`src/rtl/stopwatch_pkg.sv`:
```
// Shared types and constants for the stopwatch and the leaderboard stage.
package stopwatch_pkg;

  localparam int unsigned TIME_W = 22;
  localparam logic [TIME_W-1:0] TIME_MAX = 22'h3FFFFF;

  localparam logic [1:0] MODE_SLOW = 2'b01;
  localparam logic [1:0] MODE_FAST = 2'b10;

  localparam logic [12:0] DELAY_MIN = 13'd1024;
  localparam logic [12:0] DELAY_MAX = 13'd4095;

  typedef enum logic [2:0] {
    StIdle,
    StArmed,
    StRunning,
    StDone,
    StFalseStart
  } sw_state_e;

  function automatic logic mode_valid(input logic [1:0] mode);
    return (mode == MODE_SLOW) || (mode == MODE_FAST);
  endfunction

  function automatic logic [12:0] clamp_delay(input logic [12:0] raw);
    if (raw < DELAY_MIN) return DELAY_MIN;
    if (raw > DELAY_MAX) return DELAY_MAX;
    return raw;
  endfunction

endpackage

```
`src/rtl/lfsr16.sv`:
```
// 16-bit maximal-length Fibonacci LFSR (x^16 + x^14 + x^13 + x^11 + 1).
module lfsr16 #(
  parameter logic [15:0] SEED = 16'hACE1
) (
  input  logic        clk,
  input  logic        rst_n,
  input  logic        en,
  output logic [15:0] lfsr
);

  logic [15:0] lfsr_q, lfsr_d;
  logic        feedback;

  always_comb begin
    feedback = lfsr_q[0] ^ lfsr_q[2] ^ lfsr_q[3] ^ lfsr_q[5];
    lfsr_d   = en ? {feedback, lfsr_q[15:1]} : lfsr_q;
  end

  always_ff @(posedge clk or negedge rst_n) begin
    if (!rst_n) begin
      lfsr_q <= SEED;
    end else begin
      lfsr_q <= lfsr_d;
    end
  end

  assign lfsr = lfsr_q;

endmodule

```
`src/rtl/reaction_stopwatch.sv`:
```
// Trial timer: prescaled ms counter, optional go delay, false-start detection, result publish.
// Define RANDOM_DELAY_EN to draw the fast-mode go delay from an LFSR instead of FIXED_DELAY_MS.
module reaction_stopwatch
  import stopwatch_pkg::*;
#(
  parameter int unsigned CLK_HZ         = 100_000_000,
  parameter int unsigned TICK_HZ        = 1000,
  parameter int unsigned FIXED_DELAY_MS = 2000
) (
  input  logic              clk,
  input  logic              rst_n,
  input  logic              start_btn,
  input  logic              stop_btn,
  input  logic [1:0]        stopwatch_mode,
  output logic [TIME_W-1:0] time_out,
  output logic              time_valid,
  output logic [1:0]        mode_out,
  output logic [TIME_W-1:0] elapsed,
  output logic              running,
  output logic              go_led,
  output logic              false_start
);

  localparam int unsigned DIV     = (CLK_HZ / TICK_HZ < 1) ? 1 : CLK_HZ / TICK_HZ;
  localparam int unsigned PRESC_W = (DIV > 1) ? $clog2(DIV) : 1;
  localparam logic [PRESC_W-1:0] PRESC_LAST = PRESC_W'(DIV - 1);

  sw_state_e         state_q, state_d;
  logic [PRESC_W-1:0] presc_q, presc_d;
  logic [TIME_W-1:0] delay_q, delay_d;
  logic [TIME_W-1:0] elapsed_q, elapsed_d;
  logic [TIME_W-1:0] time_q, time_d;
  logic [1:0]        mode_q, mode_d;
  logic [1:0]        mode_out_q, mode_out_d;
  logic              valid_q, valid_d;

  logic              tick;
  logic              start_ok;
  logic [TIME_W-1:0] elapsed_inc;
  logic [TIME_W-1:0] delay_load;

`ifdef RANDOM_DELAY_EN
  logic [15:0] lfsr;
  logic [12:0] rnd_sum;
  logic        unused_lfsr;

  lfsr16 #(
    .SEED(16'hACE1)
  ) u_lfsr (
    .clk  (clk),
    .rst_n(rst_n),
    .en   (1'b1),
    .lfsr (lfsr)
  );

  // {01, r[9:0]} spans 1024..2047; the r[11:10] offset widens it, the clamp caps it at 4095.
  assign rnd_sum     = {3'b001, lfsr[9:0]} + {1'b0, lfsr[11:10], 10'd0};
  assign delay_load  = TIME_W'(clamp_delay(rnd_sum));
  assign unused_lfsr = ^lfsr[15:12];
`else
  assign delay_load = TIME_W'(FIXED_DELAY_MS);
`endif

  assign tick        = (presc_q == PRESC_LAST);
  assign start_ok    = start_btn && mode_valid(stopwatch_mode);
  assign elapsed_inc = (elapsed_q == TIME_MAX) ? TIME_MAX : elapsed_q + TIME_W'(1);

  always_comb begin
    state_d    = state_q;
    presc_d    = '0;
    delay_d    = delay_q;
    elapsed_d  = elapsed_q;
    time_d     = time_q;
    mode_d     = mode_q;
    mode_out_d = mode_out_q;
    valid_d    = 1'b0;

    unique case (state_q)
      StIdle, StFalseStart: begin
        if (start_ok) begin
          mode_d    = stopwatch_mode;
          elapsed_d = '0;
          delay_d   = delay_load;
          state_d   = (stopwatch_mode == MODE_FAST) ? StArmed : StRunning;
        end
      end
      StArmed: begin
        presc_d = tick ? '0 : presc_q + PRESC_W'(1);
        if (stop_btn) begin
          state_d = StFalseStart;
          presc_d = '0;
        end else if (tick) begin
          // Prescaler wraps to 0 on this tick, so RUNNING starts a fresh ms period.
          if (delay_q <= TIME_W'(1)) begin
            state_d = StRunning;
          end else begin
            delay_d = delay_q - TIME_W'(1);
          end
        end
      end
      StRunning: begin
        presc_d = tick ? '0 : presc_q + PRESC_W'(1);
        if (tick) elapsed_d = elapsed_inc;
        if (stop_btn) begin
          state_d    = StDone;
          presc_d    = '0;
          time_d     = elapsed_d;
          mode_out_d = mode_q;
          valid_d    = 1'b1;
        end
      end
      StDone: begin
        state_d = StIdle;
      end
      default: begin
        state_d = StIdle;
      end
    endcase
  end

  always_ff @(posedge clk or negedge rst_n) begin
    if (!rst_n) begin
      state_q    <= StIdle;
      presc_q    <= '0;
      delay_q    <= '0;
      elapsed_q  <= '0;
      time_q     <= '0;
      mode_q     <= '0;
      mode_out_q <= '0;
      valid_q    <= 1'b0;
    end else begin
      state_q    <= state_d;
      presc_q    <= presc_d;
      delay_q    <= delay_d;
      elapsed_q  <= elapsed_d;
      time_q     <= time_d;
      mode_q     <= mode_d;
      mode_out_q <= mode_out_d;
      valid_q    <= valid_d;
    end
  end

  assign time_out    = time_q;
  assign time_valid  = valid_q;
  assign mode_out    = mode_out_q;
  assign elapsed     = elapsed_q;
  assign running     = (state_q == StArmed) || (state_q == StRunning);
  assign go_led      = (state_q == StRunning) && (mode_q == MODE_FAST);
  assign false_start = (state_q == StFalseStart);

endmodule

```
`config.mk`:
```
export PLATFORM = sky130hd
export DESIGN_NAME = reaction_stopwatch
export DESIGN_NICKNAME = d
export VERILOG_FILES = /design/src/rtl/stopwatch_pkg.sv /design/src/rtl/lfsr16.sv /design/src/rtl/reaction_stopwatch.sv
export SDC_FILE = /design/constraint.sdc
export NUM_CORES = 1
export LEC_CHECK = 0
export ABC_AREA = 1
export CAP_MARGIN = 20
export CORE_ASPECT_RATIO = 0.8
export CORE_MARGIN = 8
export CORE_UTILIZATION = 55
export CTS_BUF_LIST = sky130_fd_sc_hd__clkbuf_4 sky130_fd_sc_hd__clkbuf_8
export DETAILED_ROUTE_END_ITERATION = 8
export PLACE_DENSITY = 0.77
export SLEW_MARGIN = 25
export SYNTH_ARGS = -nofsm -noshare
export SYNTH_HDL_FRONTEND = slang
export SYNTH_HIERARCHICAL = 1
export SYNTH_SLANG_ARGS = --single-unit
```
`constraint.sdc`:
```
create_clock -name clk -period 3.2 [get_ports clk]
set_input_delay 0.64 -clock clk [delete_from_list [all_inputs] [get_ports clk]]
set_output_delay 0.64 -clock clk [all_outputs]
set_load 0.01 [all_outputs]
```
# Word-level counts from Yosys, hierarchy flattened
# Cells that the tools add are included.
# W data, S select, Z words.
# op_classes
addsub	3
order_cmp	1
n_eq_ne	15
n_mux	21
n_reduce_logical	14
# op_table
operator	n
$mux W22	7
$pmux W22 S2	2
$mux W17	3
$add A22 B1 Y22 const B	1
$eq A22 B22 Y1 const B	1
$le A22 B1 Y1 const B	1
$sub A22 B1 Y22 const B	1
$add A17 B1 Y17 const B	1
$eq A17 B17 Y1 const B	1
$mux W3	5
$ne A2 B2 Y1 const B	5
$pmux W3 S3	1
$ne A3 B3 Y1 const B	2
$reduce_and A2 Y1	3
$reduce_and A5 Y1	1
$eq A2 B2 Y1 const B	2
$reduce_and A4 Y1	1
$reduce_bool A2 Y1	2
$reduce_or A2 Y1	2
$eq A3 B1 Y1 const B	1
$eq A3 B2 Y1 const B	1
$eq A3 B3 Y1 const B	1
$logic_not A3 Y1	1
$eq A2 B1 Y1 const B	1
4 further kinds	7
# word_totals
register_bits	91
in_bits	6
out_inout_bits	50
wordCells	62

# Logic depth before layout (Yosys ltp)
# Gate-level depths: netlist (run 1).
# depth
word_depth	5
depth_mapped	12
mapped_depth_nobuf	12

# Least setup slack after synthesis (run 1)
# No wires, ideal clock.
# synth_path
path_kind	register -> output
from	register state_q[2]
to	output port go_led
arrival_ps	1265
required_ps	2560
setup_slack_ps	1295
path_stages_with_launch	6
n_path_buf	2
path_cell_list	dfrtp_1 nor3_2 buf_2 buf_2 nand2_1 nor2_1
# synth_between
elab_chain_len	2
# synth_rtl
element	line_no	text
start: declaration	reaction_stopwatch.sv:28	sw_state_e state_q, state_d;
start signal: assignment	reaction_stopwatch.sv:123	state_q <= StIdle;
start signal: assignment	reaction_stopwatch.sv:132	state_q <= state_d;
$eq A3 B2 Y1	reaction_stopwatch.sv:148	assign go_led = (state_q == StRunning) && (mode_q == MODE_FAST);
$logic_and A1 B1 Y1	reaction_stopwatch.sv:148	
end: declaration	reaction_stopwatch.sv:20	output logic go_led,
# Every way passes these cells.

# Worst setup path in the final report (run 1)
# layout_path
from	register state_q[2]
to	output port running
# layout_between
elab_chain_len	2
word_cells_on_any_way	3
classes_between	eq/ne: 2; reduce/logical: 1
# layout_rtl
element	line_no	text
$eq A3 B1 Y1 / $eq A3 B2 Y1 (equally long branches)	reaction_stopwatch.sv:147	assign running = (state_q == StArmed) || (state_q == StRunning);
$logic_or A1 B1 Y1 *	reaction_stopwatch.sv:147	
end: declaration	reaction_stopwatch.sv:19	output logic running,
# Every way passes the cells marked *; elsewhere a longest branch is shown, timed or not.

==> run metrics, run 1 <==
CP Cell Sequence=nor3_4 -> inv_2 -> nand2_1 -> clkdlybuf4s50_1; R2R Path Start=elapsed[0]; met3 Track Usage GR=4.752%; Crit Path Max Fanout=19; remaining global-route overflow=0; Setup TNS Final=0 ps; htree depth=3; critical path data required time=2560 ps; CTS tree=done; WP data arrival=2230 ps; RSZ-0062 raised after global routing=false; first-pass GRT wire length=23.58 mm; postcts setup bufs=0; clock sink total=91; first-pass iteration count of the detailed router=5; die height=106.0 um; initial antenna violation count=0; CTS buffer count=9; min-delay worst type=in2async; crit start category=flop; Routed WL=13.61 mm; Cell Rows=33; number of max-cap violations=0; period utilization=89.63%; vias in the first global route=4873; largest cells by area after synthesis=dfrtp_1 41%, nand2_1 15%, nand3_1 7.4%; clock skew=13.84 ps; DRC violations left=0; I/O pin count=56; layout cells sized above 1=11.84%; FF/Latch Area=0.002277 sq mm; hold_buf cts=0; GRT Util Overall=21.08%; leakage=2.816 nW; final net count=818; Iteration-0 DRC Markers=455; Pwr per Cell Area=738.0 mW/mm^2; flops & latches, synth=91; Post-DP HPWL=10.07 mm; root buf cell=clkbuf_8; port bufs=55; share of Yosys cell area claimed by the top area cell type=40.93%; Mapped Cells=756; M2 GR Usage=32.96%; Critical-path top delay cell=clkdlybuf4s50_1; grt peak-use layer=met2; sequential cell area fraction in the yosys report=40.93%; post-cts resize count=0; register-to-register setup slack=1010 ps; Mapped Nets=767; worst slew pin tran=570.9 ps; critical path type=reg2out; CP Launch Point=state_q[2]; Synth-to-Final Area Change=15.07%; average wire per standard cell=14.31 um; worst-case reg-to-reg path depth=9; fmax=348.6 MHz; crit-path max cell delay=590 ps; Netlist cell types=34; vias per cell=5.295; Multi-input gate area=0.002844 sq mm; Vias=5036; Clock transition at path regs=90 ps; Worst-Skew Late Latency=360 ps; Final Max Tran Viols=0; Final Hold Vio Count=0; final setup vio count=0; die width=128.5 um; area of the core=0.01003 sq mm; reg-to-reg endpoint=time_out[14]; Crit. End Element=output pin; die area=0.01361 sq mm; peak supply drop=0.2744 mV; Mapped Area=0.005564 sq mm; GPL Wtd Cong=0.8875; Starting Density=55.46%; Mapped Avg Cell Area=7.360 sq um; status=finished, final reports clean; Tmin final=2868 ps; Detail Route Antenna Nets=0; Max-slew headroom=61.81%; Yosys top cell by area=dfrtp_1; clock buffer depth=2; Layout fillers=908; M1 GR Usage=28.91%; largest net degree at the start of global routing=92; ant diodes=0; Overall Power=0.004725 W; Yosys Warn Count=6
## power breakdown
part	switching [W]	internal [W]
registers	0.000401	0.00147
clock network	0.000404	0.000455
logic	0.00115	0.000845
## metal layers
layer,vias to the layer above,routed length (um)
met2,166,6262
met1,2346,6217
li1,2508,-
met5,-,0
met4,0,144
met3,16,984
## cell type report
type	instances	area share, %
Clock inverter	4	1.192
Tap cell	140	2.736
Multi-Input combinational cell	568	44.42
Clock buffer	11	2.169
Sequential cell	91	35.57
Timing Repair Buffer	61	9.459
Inverter	76	4.456
## logic make-up after synthesis
kind of cell             after synthesis  synth area share [%]
flip-flops                            91                 40.93
XOR/XNOR                              26                 4.093
AND/OR/NAND/NOR                      477                 39.51
buffers and inverters                 97                 7.960
AO/OA/AOI/OAI                         60                 6.386
adder cells (fa/ha/maj)                5                 1.124
## how the worst max path moves through the flow
stage	depth (start not counted)	slack [ps]	end
after floorplan	5	1290	go_led
after global placement	8	780	delay_q[8]
after detailed placement	6	720	time_out[5]
after CTS	4	330	running
after global routing	4	180	running
final	4	330	running
## cell usage after synthesis
cell,n
a21oi_1,6
a31oi_1,1
buf_1,1
buf_2,9
buf_6,6
buf_8,2
clkbuf_1,3
dfrtp_1,91
ha_1,5
inv_1,61
inv_2,15
nand2_1,222
nand2_2,13
nand2_4,1
nand2_8,1
nand3_1,82
nand3_2,7
nand3b_1,1
nand4_1,11
nand4_2,7
nor2_1,108
nor2_2,9
nor2_4,6
nor3_1,2
nor3_2,3
nor3_4,1
nor3b_1,3
o211ai_1,4
o21ai_0,13
o21ai_1,24
o21ai_2,11
o21bai_1,1
xnor2_1,8
xor2_1,18
## critical path, delay by kind of cell (launching register included)
family                 cells  cell delay, ps
and+or+nand+nor            2             580
DFF                        1             460
buffers and inverters      2             830
## registers in the layout, summed over array words and instances (netlist names)
register	cells
mode_q	2
time_valid	1
state_q	3
time_out	22
elapsed	22
mode_out	2
presc_q	17
delay_q	22
## layout by cell type (no fill, tap or decap), types with 8 or more instances in the layout
master / Yosys / final
clkdlybuf4s50_1: 0 / 54
inv_1: 61 / 61
nand3_1: 82 / 82
nand2_2: 13 / 13
nor2_2: 9 / 9
o21ai_0: 13 / 13
inv_2: 15 / 15
nand2_1: 222 / 222
dfrtp_1: 91 / 91
nand4_1: 11 / 11
xnor2_1: 8 / 8
nor2_1: 108 / 108
xor2_1: 18 / 18
o21ai_2: 11 / 11
o21ai_1: 24 / 24
clkbuf_8: 0 / 9
## metrics by stage
step           std cells  area, sq um  util [%]  hold slack (ps)  worst slack [ps]
5_1_grt              951         6402     63.81            360.2             180.2
6_report             951         6402     63.81            306.7             331.7
3_3_place_gp         936         6187     61.67            445.9             777.3
4_1_cts              951         6402     63.81            330.0             325.1
3_5_place_dp         936         6187     61.67            453.0             721.0
2_1_floorplan        756         5564         -            344.4              1295
No activity file was read; power rests on OpenSTA's default activity.
==> run 2: changes to the inputs <==
Settings changed: HOLD_SLACK_MARGIN set to 0.08, MAX_ROUTING_LAYER set to met4.
==> run 2 against run 1 <==
Clock power shrank 7.0%. Fmax grew 2.2%. Via count shrank 0.34%. Setup slack gained 62 ps. Critical endpoint unchanged.
==> run metrics, run 2 (synthesis results as in run 1) <==
Routed WL=13.82 mm; area of the core=0.01003 sq mm; I/O pin count=56; die width=128.5 um; Post-DP HPWL=10.28 mm; Synth-to-Final Area Change=14.82%; Crit Path Max Fanout=19; Pwr per Cell Area=730.8 mW/mm^2; register-to-register setup slack=960 ps; final net count=818; post-cts resize count=0; vias in the first global route=4815; CTS buffer count=9; fmax=356.3 MHz; Sw Ratio=42.29%; status=finished, final reports clean; fin area=0.006389 sq mm; postcts setup bufs=0; htree depth=3; number of max-cap violations=0; min-delay worst type=in2async; Worst-Skew Late Latency=370 ps; Starting Density=55.46%; Critical-path top delay cell=clkdlybuf4s50_1; Top Family by Delay on Critical Path=buffers and inverters; average wire per standard cell=14.51 um; remaining global-route overflow=0; GPL Wtd Cong=0.9026; fin cells=952; worst-case reg-to-reg path depth=9; RSZ-0062 raised after global routing=false; Iteration-0 DRC Markers=361; crit-path max cell delay=590 ps; root buf cell=clkbuf_8; largest net degree at the start of global routing=51; die height=106.0 um; crit start category=flop; Cell Area, Placed=0.006187 sq mm; vias per cell=5.272; GRT Util Overall=21.69%; Layout fillers=910; clock sink total=91; worst slew pin tran=569.0 ps; port bufs=55; CTS tree=done; Tmin final=2807 ps; layout cells sized above 1=11.95%; most common cell after layout, fill and taps aside=nand2_1; placed insts=936; Final Hold Vio Count=0; Place WS=717.5 ps; clock network fraction of total power=17.1%; clock skew=9.951 ps; die area=0.01361 sq mm; most frequent cells in the layout=222 x nand2_1, 108 x nor2_1, 91 x dfrtp_1, 82 x nand3_1, 61 x inv_1; initial antenna violation count=0; DRC violations left=0; Crit. End Element=output pin; final setup vio count=0; first-pass iteration count of the detailed router=6; Vias=5019; peak supply drop=0.2919 mV; clock buffer depth=2; critical path type=reg2out; final worst slack=393.5 ps; Final Max Tran Viols=0; final hold slack=249.7 ps; critical path data required time=2560 ps; ant diodes=0; P_sw=0.001974 W; CP Cell Sequence=nor3_4 -> inv_2 -> nand2_1 -> clkdlybuf4s50_1; WP buf/inv=2; Clock transition at path regs=100 ps; period utilization=87.70%; reg-to-reg endpoint=time_out[15]; Int Power=0.002695 W; WP data arrival=2170 ps; R2R Path Start=elapsed[0]; first-pass GRT wire length=23.29 mm; Cell Rows=33; hold_buf cts=0; Logic pwr share=42.8%; Setup TNS Final=0 ps; leakage=2.808 nW; Sequential Power Share=40.0%; Max-slew headroom=61.94%; Detail Route Antenna Nets=0
[run 2: layer usage]
| layer | part of all wire, % | track usage (%) | up-vias |
|---|---|---|---|
| li1 | - | - | 2517 |
| met1 | 46 | 28.09 | 2341 |
| met2 | 46 | 33.82 | 148 |
| met3 | 6.9 | 4.502 | 13 |
| met4 | 1.0 | 6.097 | 0 |
| met5 | 0 | - | - |
[run 2: metrics by stage]
stage / util, % / total power (W)
after CTS: 63.67 / 0.004690
final: 63.67 / 0.004669
after global placement: 61.67 / 0.003812
after floorplan: - / 0.002989
after detailed placement: 61.67 / 0.003881
after global routing: 63.67 / 0.004998
[run 2: worst max path at each step]
| stage | depth (start not counted) | to | from | slack [ps] |
|---|---|---|---|---|
| finish | 4 | running | state_q[2] | 390 |
| global route | 4 | running | state_q[2] | 240 |
| CTS | 4 | running | state_q[2] | 380 |
| detailed placement | 8 | delay_q[3] | stopwatch_mode[0] | 720 |
| global placement | 8 | delay_q[7] | stopwatch_mode[0] | 790 |
| floorplan | 5 | go_led | state_q[2] | 1290 |
[run 2: layout make-up]
cell class | instances | area, sq um | area share [%]
Timing Repair Buffer | 61 | 605.6 | 9.479
Multi-Input combinational cell | 568 | 2844 | 44.52
Tap cell | 140 | 175.2 | 2.742
Clock buffer | 10 | 137.6 | 2.154
Sequential cell | 91 | 2277 | 35.64
Inverter | 76 | 285.3 | 4.465
Clock inverter | 6 | 63.81 | 0.9988
[run 2: worst reg2reg max path, delay by kind of cell, from the launching register on]
family                     cells  cell delay (ps)
and+or+nand+nor                7             1250
buffers and inverters          1               80
adders and majority gates      1              340
DFF                            1              510
[run 2: power groups by stage]
stage / clock network, W / registers [W] / logic, W
after floorplan: 0 / 0.00188 / 0.00111
after global placement: 0 / 0.00187 / 0.00195
after detailed placement: 0 / 0.00188 / 0.00200
after CTS: 0.000824 / 0.00186 / 0.00201
after global routing: 0.000858 / 0.00192 / 0.00222
final: 0.000799 / 0.00187 / 0.00200
==> run 3: changes to the inputs <==
Settings changed: GPL_TIMING_DRIVEN set to 0.
==> run 3 against run 2 <==
Clock-buffer cell count unchanged. Sequential power about the same. Register-to-register slack better by 210 ps. Non-clock buffer count is 16 higher. Critical endpoint is now go_led. Largest power group unchanged.
==> run metrics, run 3 (synthesis results as in run 1) <==
Post-DP HPWL=10.74 mm; final net count=834; Starting Density=55.46%; placed insts=952; Layout fillers=900; DRC violations left=0; min-delay worst type=in2async; Final Max Tran Viols=0; Sequential Power Share=37.7%; Multi-input gate area=0.002844 sq mm; worst slew pin tran=521.7 ps; initial antenna violation count=0; critical path type=reg2out; final hold slack=180.4 ps; GRT Util Overall=22.59%; first-pass GRT wire length=24.23 mm; most common cell after layout, fill and taps aside=nand2_1; port bufs=55; M2 GR Usage=34.50%; Iteration-0 DRC Markers=424; met3 Track Usage GR=4.402%; Routed WL=14.22 mm; remaining global-route overflow=0; die width=128.5 um; layout cells sized above 1=13.16%; RSZ-0062 raised after global routing=false; Synth-to-Final Area Change=18.08%; grt peak-use layer=met2; clock sink total=91; ant diodes=0; vias in the first global route=5000; htree depth=3; Cell Rows=33; FF/Latch Area=0.002277 sq mm; Tmin final=2982 ps; clock skew=9.690 ps; Crit Path Max Fanout=10; Worst-Skew Late Latency=370 ps; Final Hold Vio Count=0; fmax=335.3 MHz; crit start category=flop; CTS tree=done; root buf cell=clkbuf_8; average wire per standard cell=14.69 um; Pwr per Cell Area=740.7 mW/mm^2; area of the core=0.01003 sq mm; Crit. End Element=output pin; number of max-cap violations=0; largest net degree at the start of global routing=51; critical path data required time=2560 ps; die area=0.01361 sq mm; I/O pin count=56; clock buffer depth=2; fin cells=968; period utilization=93.19%; peak supply drop=0.3589 mV; CTS buffer count=9; P_sw=0.001988 W; Max-slew headroom=65.22%; leakage=2.900 nW; status=finished, final reports clean; WP data arrival=2340 ps; hold_buf cts=0; most frequent cells in the layout=222 x nand2_1, 108 x nor2_1, 91 x dfrtp_1, 82 x nand3_1, 61 x inv_1; Sw Ratio=40.84%; Clock transition at path regs=90 ps; vias per cell=5.395; first-pass iteration count of the detailed router=5; Detail Route Antenna Nets=0; GPL Wtd Cong=1.003; clock network fraction of total power=19.8%; M1 GR Usage=29.95%; Logic pwr share=42.5%; Int Power=0.002879 W; final setup vio count=0; die height=106.0 um; Vias=5222
-- run 3: worst max-delay path: stages, from the launching register on --
cell,delay (ps)
dfrtp_1,440
nor3_2,240
buf_2,270
clkbuf_4,270
nand2_1,70
nor2_1,90
clkdlybuf4s50_1,590
-- run 3: power groups by stage --
| stage | sequential, W | clock [W] | combinational (W) |
|---|---|---|---|
| after global placement | 0.00183 | 0 | 0.00200 |
| after floorplan | 0.00188 | 0 | 0.00111 |
| after detailed placement | 0.00185 | 0 | 0.00207 |
| after CTS | 0.00183 | 0.000980 | 0.00208 |
| after global routing | 0.00188 | 0.00101 | 0.00230 |
| final | 0.00184 | 0.000961 | 0.00207 |
-- run 3: final timing paths --
| kind | start | to | slack (ps) | cells past startpoint |
|---|---|---|---|---|
| worst max-delay path | state_q[2] | go_led | 220 | 6 |
| worst min-delay path | rst_n | time_out[8] | 180 | 1 |
| worst max register to register | delay_q[0] | delay_q[7] | 1170 | 12 |
| worst min register to register | presc_q[0] | presc_q[0] | 470 | 1 |
| max in group asynchronous | rst_n | delay_q[3] | 2440 | 2 |
| min in group clk | presc_q[0] | presc_q[0] | 470 | 1 |
-- run 3: metal layers --
| layer | part of all wire [%] | wire length [um] |
|---|---|---|
| met3 | 6.5 | 925 |
| met2 | 46 | 6547 |
| met5 | 0 | 0 |
| met1 | 46 | 6560 |
| met4 | 1.3 | 187 |
-- run 3: metrics by stage --
stage                     setup TNS (ps)  total power [W]  util [%]  worst slack (ps)  cell area, sq um
after detailed placement               0         0.003916     62.98             565.7              6319
after global routing                   0         0.005201     65.48             43.05              6570
after CTS                              0         0.004886     65.46             148.1              6568
after global placement           -166140         0.003828     62.69             -1832              6290
final                                  0         0.004866     65.48             217.8              6570
after floorplan                        0         0.002989         -              1295              5564
-- run 3: timing repair --
action                                  in CTS  in global routing
gates resized for setup                      0                  1
setup buffers                                0                  0
endpoints found under the setup margin       0                  1
-- run 3: cell type report --
| class | instances | share of cell area, % |
|---|---|---|
| multi-input combinational | 568 | 43.29 |
| tap | 140 | 2.666 |
| clock buffer | 10 | 2.095 |
| sequential | 91 | 34.66 |
| buffer | 21 | 2.438 |
| clock inverter | 6 | 1.695 |
| inverter | 76 | 4.342 |
| timing repair buffer | 56 | 8.817 |
